[config.mk]
export PLATFORM = sky130hd
export DESIGN_NAME = crc_stream_engine
export DESIGN_NICKNAME = d
export VERILOG_FILES = /design/src/rtl/crc_stream_engine.sv
export SDC_FILE = /design/constraint.sdc
export NUM_CORES = 1
export LEC_CHECK = 0
export CORE_UTILIZATION = 25
export CTS_CLUSTER_DIAMETER = 80
export DETAILED_ROUTE_END_ITERATION = 6
export HOLD_SLACK_MARGIN = 0.12
export PLACE_DENSITY = 0.41
export SETUP_SLACK_MARGIN = 0.1
export SYNTH_ARGS = -nofsm -noshare
export SYNTH_HDL_FRONTEND = slang
export SYNTH_SLANG_ARGS = --single-unit
export TNS_END_PERCENT = 20
[constraint.sdc]
create_clock -name clk -period 2.79 [get_ports clk]
set_input_delay 0.558 -clock clk [delete_from_list [all_inputs] [get_ports clk]]
set_output_delay 0.558 -clock clk [all_outputs]
set_load 0.05 [all_outputs]
[src/rtl/crc_stream_engine.sv]
// Streaming CRC engine: accepts DATA_WIDTH-bit beats, folds every byte into a
// parameterised CRC register, then presents the final CRC and byte length.
// A partial final beat is drained one byte per cycle in the TAIL state.
module crc_stream_engine #(
  parameter int                   DATA_WIDTH = 16,
  parameter int                   CRC_WIDTH  = 16,
  parameter logic [CRC_WIDTH-1:0] POLY       = CRC_WIDTH'('h1021),
  parameter logic [CRC_WIDTH-1:0] INIT       = '1,
  parameter bit                   REFIN      = 1'b0,
  parameter bit                   REFOUT     = 1'b0,
  parameter logic [CRC_WIDTH-1:0] XOROUT     = '0
) (
  input  logic                    clk,
  input  logic                    rstn,
  input  logic                    clr,
  input  logic                    s_valid,
  output logic                    s_ready,
  input  logic [DATA_WIDTH-1:0]   s_data,
  input  logic [DATA_WIDTH/8-1:0] s_keep,
  input  logic                    s_last,
  output logic                    m_valid,
  input  logic                    m_ready,
  output logic [CRC_WIDTH-1:0]    m_crc,
  output logic [31:0]             m_len
);

  localparam int BYTES = DATA_WIDTH / 8;
  localparam int KW    = $clog2(BYTES + 1);

  // Reject out-of-range configurations at elaboration time.
  if (DATA_WIDTH < 8 || DATA_WIDTH > 64 || (DATA_WIDTH % 8) != 0) begin : g_bad_data_width
    $error("crc_stream_engine: DATA_WIDTH must be a multiple of 8 in 8..64");
  end
  if (CRC_WIDTH < 8 || CRC_WIDTH > 32) begin : g_bad_crc_width
    $error("crc_stream_engine: CRC_WIDTH must be in 8..32");
  end

  typedef enum logic [1:0] {IDLE, ACCUM, TAIL, RESULT} state_t;

  state_t                  state_reg, state_next;
  logic [CRC_WIDTH-1:0]    crc_reg, crc_next;
  logic [31:0]             len_reg, len_next;
  logic [DATA_WIDTH-1:0]   tail_data_reg, tail_data_next;
  logic [KW-1:0]           tail_cnt_reg, tail_cnt_next;
  logic [CRC_WIDTH-1:0]    m_crc_reg, m_crc_next;
  logic [BYTES-1:0]        keep_prefix;

  // Fold one byte into the register, MSB-first on the (optionally reflected) byte.
  function automatic logic [CRC_WIDTH-1:0] crc_byte(input logic [CRC_WIDTH-1:0] c,
                                                    input logic [7:0] b);
    logic [CRC_WIDTH-1:0] r;
    logic [7:0]           d;
    logic                 fb;
    r = c;
    d = b;
    if (REFIN) begin
      for (int i = 0; i < 8; i++) d[i] = b[7-i];
    end
    for (int i = 7; i >= 0; i--) begin
      fb = r[CRC_WIDTH-1] ^ d[i];
      r  = {r[CRC_WIDTH-2:0], 1'b0} ^ (fb ? POLY : '0);
    end
    return r;
  endfunction

  // Fold a whole beat, byte 0 first.
  function automatic logic [CRC_WIDTH-1:0] crc_beat(input logic [CRC_WIDTH-1:0] c,
                                                    input logic [DATA_WIDTH-1:0] d);
    logic [CRC_WIDTH-1:0] r;
    r = c;
    for (int i = 0; i < BYTES; i++) r = crc_byte(r, d[8*i +: 8]);
    return r;
  endfunction

  // Output transform applied once when the result is captured.
  function automatic logic [CRC_WIDTH-1:0] crc_final(input logic [CRC_WIDTH-1:0] c);
    logic [CRC_WIDTH-1:0] r;
    r = c;
    if (REFOUT) begin
      for (int i = 0; i < CRC_WIDTH; i++) r[i] = c[CRC_WIDTH-1-i];
    end
    return r ^ XOROUT;
  endfunction

  // Length accumulator that sticks at 2^32-1.
  function automatic logic [31:0] len_add(input logic [31:0] l, input int unsigned n);
    logic [32:0] s;
    s = {1'b0, l} + 33'(n);
    return s[32] ? '1 : s[31:0];
  endfunction

  // Number of leading ones in a prefix mask.
  function automatic logic [KW-1:0] count_ones(input logic [BYTES-1:0] p);
    logic [KW-1:0] n;
    n = '0;
    for (int i = 0; i < BYTES; i++) n = n + KW'(p[i]);
    return n;
  endfunction

  // keep_prefix[i] is set only when bytes 0..i are all enabled, so its
  // population count is the run of ones starting at bit 0.
  for (genvar gi = 0; gi < BYTES; gi++) begin : g_keep
    assign keep_prefix[gi] = &s_keep[gi:0];
  end

  assign s_ready = rstn & ~clr & ((state_reg == IDLE) | (state_reg == ACCUM));
  assign m_valid = (state_reg == RESULT);
  assign m_crc   = m_crc_reg;
  assign m_len   = len_reg;

  // Next-state and datapath updates; clr overrides everything at the end.
  always_comb begin
    logic [CRC_WIDTH-1:0] base_crc;
    logic [31:0]          base_len;
    logic [CRC_WIDTH-1:0] step_crc;
    state_next     = state_reg;
    crc_next       = crc_reg;
    len_next       = len_reg;
    tail_data_next = tail_data_reg;
    tail_cnt_next  = tail_cnt_reg;
    m_crc_next     = m_crc_reg;
    base_crc       = (state_reg == IDLE) ? INIT : crc_reg;
    base_len       = (state_reg == IDLE) ? 32'd0 : len_reg;
    step_crc       = '0;
    case (state_reg)
      IDLE, ACCUM: begin
        if (s_valid && s_ready) begin
          if (!s_last || (&s_keep)) begin
            step_crc = crc_beat(base_crc, s_data);
            crc_next = step_crc;
            len_next = len_add(base_len, BYTES);
            if (s_last) begin
              state_next = RESULT;
              m_crc_next = crc_final(step_crc);
            end else begin
              state_next = ACCUM;
            end
          end else begin
            crc_next       = base_crc;
            len_next       = base_len;
            tail_data_next = s_data;
            tail_cnt_next  = count_ones(keep_prefix);
            state_next     = TAIL;
          end
        end
      end
      TAIL: begin
        step_crc = crc_reg;
        if (tail_cnt_reg != '0) begin
          step_crc       = crc_byte(crc_reg, tail_data_reg[7:0]);
          crc_next       = step_crc;
          tail_data_next = tail_data_reg >> 8;
          tail_cnt_next  = tail_cnt_reg - 1'b1;
          len_next       = len_add(len_reg, 1);
        end
        if (tail_cnt_reg <= KW'(1)) begin
          state_next = RESULT;
          m_crc_next = crc_final(step_crc);
        end
      end
      RESULT: begin
        if (m_ready) state_next = IDLE;
      end
      default: state_next = IDLE;
    endcase
    if (clr) begin
      state_next    = IDLE;
      crc_next      = INIT;
      len_next      = '0;
      tail_cnt_next = '0;
    end
  end

  // State and datapath registers with asynchronous active-low reset.
  always_ff @(posedge clk or negedge rstn) begin
    if (!rstn) begin
      state_reg     <= IDLE;
      crc_reg       <= INIT;
      len_reg       <= '0;
      tail_data_reg <= '0;
      tail_cnt_reg  <= '0;
      m_crc_reg     <= '0;
    end else begin
      state_reg     <= state_next;
      crc_reg       <= crc_next;
      len_reg       <= len_next;
      tail_data_reg <= tail_data_next;
      tail_cnt_reg  <= tail_cnt_next;
      m_crc_reg     <= m_crc_next;
    end
  end

endmodule

==> reports/metrics.csv <==
metric,value,unit
port buffer count,73,
"leading cell type in the layout, fill and taps excluded",sky130_fd_sc_hd__nand2_1,
post-synthesis instance area,7201,µm²
DRC violation total after the first TritonRoute iteration,443,
worst-case clock skew,15.22,ps
number of rows created at floorplan,61,
final critical-path setup slack,241.0,ps
total count of max-transition violations in the final report,0,
final estimated routing congestion in global placement,0.7826,
number of register bits inferred by synthesis,84,
launching element type of the critical path,input port,
area of the core,28090,µm²
mean instance size in the synthesized netlist,8.792,µm²
Detailed Routing Iterations Pass 1,5,
share of the synthesized netlist area taken by xor and xnor gates,17.76,%
setup repair after global routing missed its margin,yes,
number of hold violations in the final report,0,
fraction of layout instances using a drive strength above 1,17.96,%
DRC violation count after routing,0,
Setup Slack @ Placement,71.56,ps
Yosys cell types,89,
max capacitance violation total,0,
number of buffers added for setup after CTS,0,
diode insertion count for antenna repair,0,
most heavily used metal layer in global routing,met1,
clock tree buffer depth,2,
worst-margin pin slew,913.5,ps
via count,6566,
adder and majority cell fraction of the synthesized area,0.6950,%
Synth Flop Type,sky130_fd_sc_hd__dfrtp_1,
total CTS buffers,9,
worst-path cell with the longest stage delay,sky130_fd_sc_hd__nor3_1,
Worst EP arrival,2820,ps
number of antenna violations at the first check in global routing,0,
critical hold path startpoint,m_crc[10],
Ports,74,
met1 demand-to-capacity share in global routing,27.08,%
clock slew seen by the registers of the worst setup and hold paths,60,ps
Setup TNS Final,0,ps
Tightest Hold Check Type,flip-flop to flip-flop,
Total Routed Length,25.14,mm
via count of the first global-routing pass,6487,
"Clk Latency, worst-skew pair",360,ps
ys async rst share,100.0,%
Vert. Die Dim,171.7,µm
Mapped Nets,847,
category of the most critical setup path,input port to flip-flop,
compound-cell area share of the yosys netlist,20.96,%
wire length of the first global-routing pass,39.80,mm
die area,29490,µm²
CP required,3060,ps
main combinational cell family by area after synthesis,simple AND/OR/NAND/NOR gates,
M3 GR Usage,2.002,%
Clk Tree Root Cell,sky130_fd_sc_hd__clkbuf_16,
Critical Path Max Stage Delay,710,ps
global routing usage summed across all routing layers,17.96,%
area growth from synthesis to layout,25.20,%
remaining number of nets flagged by the antenna check after routing,0,
CTS tree,built,
fraction of the yosys area taken by sequential cells,29.47,%
Filler cells,3061,
clock sink count,84,
number of flip-flops under the largest register name,32,
type of element capturing the critical path,flip-flop,
"Warnings, synthesis",0,
cell-by-cell trace of the critical path,dlygate4sd3_1 -> buf_4 -> and4bb_1 -> buf_4 -> nor2_2 -> nor3_1 -> o21a_1 -> a22oi_1,
mux cell area share after synthesis,3.458,%
cells after synthesis,819,
maximum number of pins on one net before global-route repair,52,
placed wire-length estimate,18.84,mm
power density over cell area,591.9,nW/µm²
H-tree levels,3,
Slew Limit Headroom,38.63,%
overflow left after global routing,0,
Via-to-Cell Ratio,5.086,
Reg-to-Reg Start,m_len[0],
IR Drop Worst-Case VDD,250.4,µV
"EDFF count, synth",0,
upper clock frequency limit,0.3923,GHz
"leading cell types in the layout, fill and taps excluded","107 x sky130_fd_sc_hd__nand2_1, 76 x sky130_fd_sc_hd__buf_4, 70 x sky130_fd_sc_hd__clkdlybuf4s50_1",
global-route track usage on met2,26.33,%
Starting Density,25.64,%
largest fanout of any net on the critical path,18,
total leakage power,3.544,nW
number of failing setup endpoints in the final timing report,0,
most used cell along the critical path,sky130_fd_sc_hd__buf_4,
average wire length per cell after detail routing,19.47,µm
x dimension of the die,171.7,µm
Final nets,936,
source of the critical timing path,rstn,
simple-gate share of the synthesized area,22.12,%
status,"complete, no violations",
clock period minus worst slack,2549,ps
final worst path period share,91.36,%
## synthesized netlist by cell type, types with 7 or more instances
cell                       count  area share (%)
sky130_fd_sc_hd__a21oi_1      32             2.2
sky130_fd_sc_hd__a211oi_1     10             1.0
sky130_fd_sc_hd__o21ai_1      24             1.7
sky130_fd_sc_hd__nand3_1      28             1.9
sky130_fd_sc_hd__nor2_1       29             1.5
sky130_fd_sc_hd__nor3_1       23             1.6
sky130_fd_sc_hd__mux2i_1      17             2.4
sky130_fd_sc_hd__dfstp_2      16             5.8
sky130_fd_sc_hd__o211ai_1     13             1.4
sky130_fd_sc_hd__o221ai_1     11             1.3
sky130_fd_sc_hd__xnor2_2       9             2.0
sky130_fd_sc_hd__xor2_1       28             3.4
sky130_fd_sc_hd__a211o_1       7            0.85
sky130_fd_sc_hd__and3_1        8            0.70
sky130_fd_sc_hd__and4_1        9             1.1
sky130_fd_sc_hd__and2_1        8            0.70
sky130_fd_sc_hd__or3_1         8            0.70
sky130_fd_sc_hd__xnor3_1       8             2.5
sky130_fd_sc_hd__o21ai_0      45             3.1
sky130_fd_sc_hd__nand2_1     107             5.6
sky130_fd_sc_hd__dfrtp_1      68              24
sky130_fd_sc_hd__nand2b_1      7            0.61
sky130_fd_sc_hd__xnor2_1      49             6.0
sky130_fd_sc_hd__o21a_1        8            0.83
sky130_fd_sc_hd__nand4_1      20             1.7
sky130_fd_sc_hd__buf_2        29             2.0
sky130_fd_sc_hd__inv_1        10            0.52
sky130_fd_sc_hd__clkbuf_1     30             1.6
## power by group
group | total, W | switching, W | leakage (nW) | internal (W)
sequential | 0.00168 | 0.000217 | 1.06 | 0.00146
combinational | 0.00232 | 0.00133 | 2.33 | 0.000999
clock | 0.00134 | 0.000598 | 0.156 | 0.000738
## metrics by stage
step	instance area, µm²	std cells	hold WS, ps	total power (W)	utilization (%)
6_report	9015	1291	480.5	0.005336	32.10
5_1_grt	9015	1291	510.5	0.005628	32.10
4_1_cts	9004	1291	488.6	0.005397	32.06
3_5_place_dp	8678	1274	466.6	0.004029	30.90
3_3_place_gp	8678	1274	461.4	0.004030	30.90
2_1_floorplan	7201	819	262.4	0.003249	-
## per-layer routing
layer	wire length, µm	up-vias
li1	-	3179
met1	12920	3217
met2	10870	147
met3	994	23
met4	361	0
met5	0	-
## kinds of logic after synthesis
family	count (synthesis)
buf+inv	83
xor+xnor	106
fa+ha+maj	4
simple gates	296
mux	24
flops	84
compound gates	222
## area by class of cell
cell class / instances / area [µm²] / share of cell area (%)
well taps: 378 / 473.0 / 5.246
flip-flops and latches: 84 / 2122 / 23.54
clock inverters: 6 / 76.32 / 0.8466
multi-input cells: 652 / 4706 / 52.20
clock buffers: 10 / 239.0 / 2.651
inverters: 10 / 37.54 / 0.4164
repair buffers: 151 / 1361 / 15.10
## worst paths after layout
path / slack (ps) / endpoint / cells after the start
max in group asynchronous: 810 / crc_reg[7] / 4
min in group asynchronous: 620 / m_len[15] / 2
worst max-delay path: 240 / crc_reg[8] / 8
worst min-delay path: 480 / m_crc[10] / 2
worst max register to register: 410 / m_len[30] / 7
worst min register to register: 480 / m_crc[10] / 2
## repair_timing
action / CTS / global route
endpoints found under the hold margin: 13 / 0
gates resized for setup: 0 / 1
endpoints found under the setup margin: 0 / 5
hold buffers: 1 / 0
## critical path, delay by kind of cell
family / cells / cell delay, ps
buf+inv: 3 / 940
simple gates: 3 / 1010
compound gates: 2 / 300
Power figures use the tool's default switching activity.
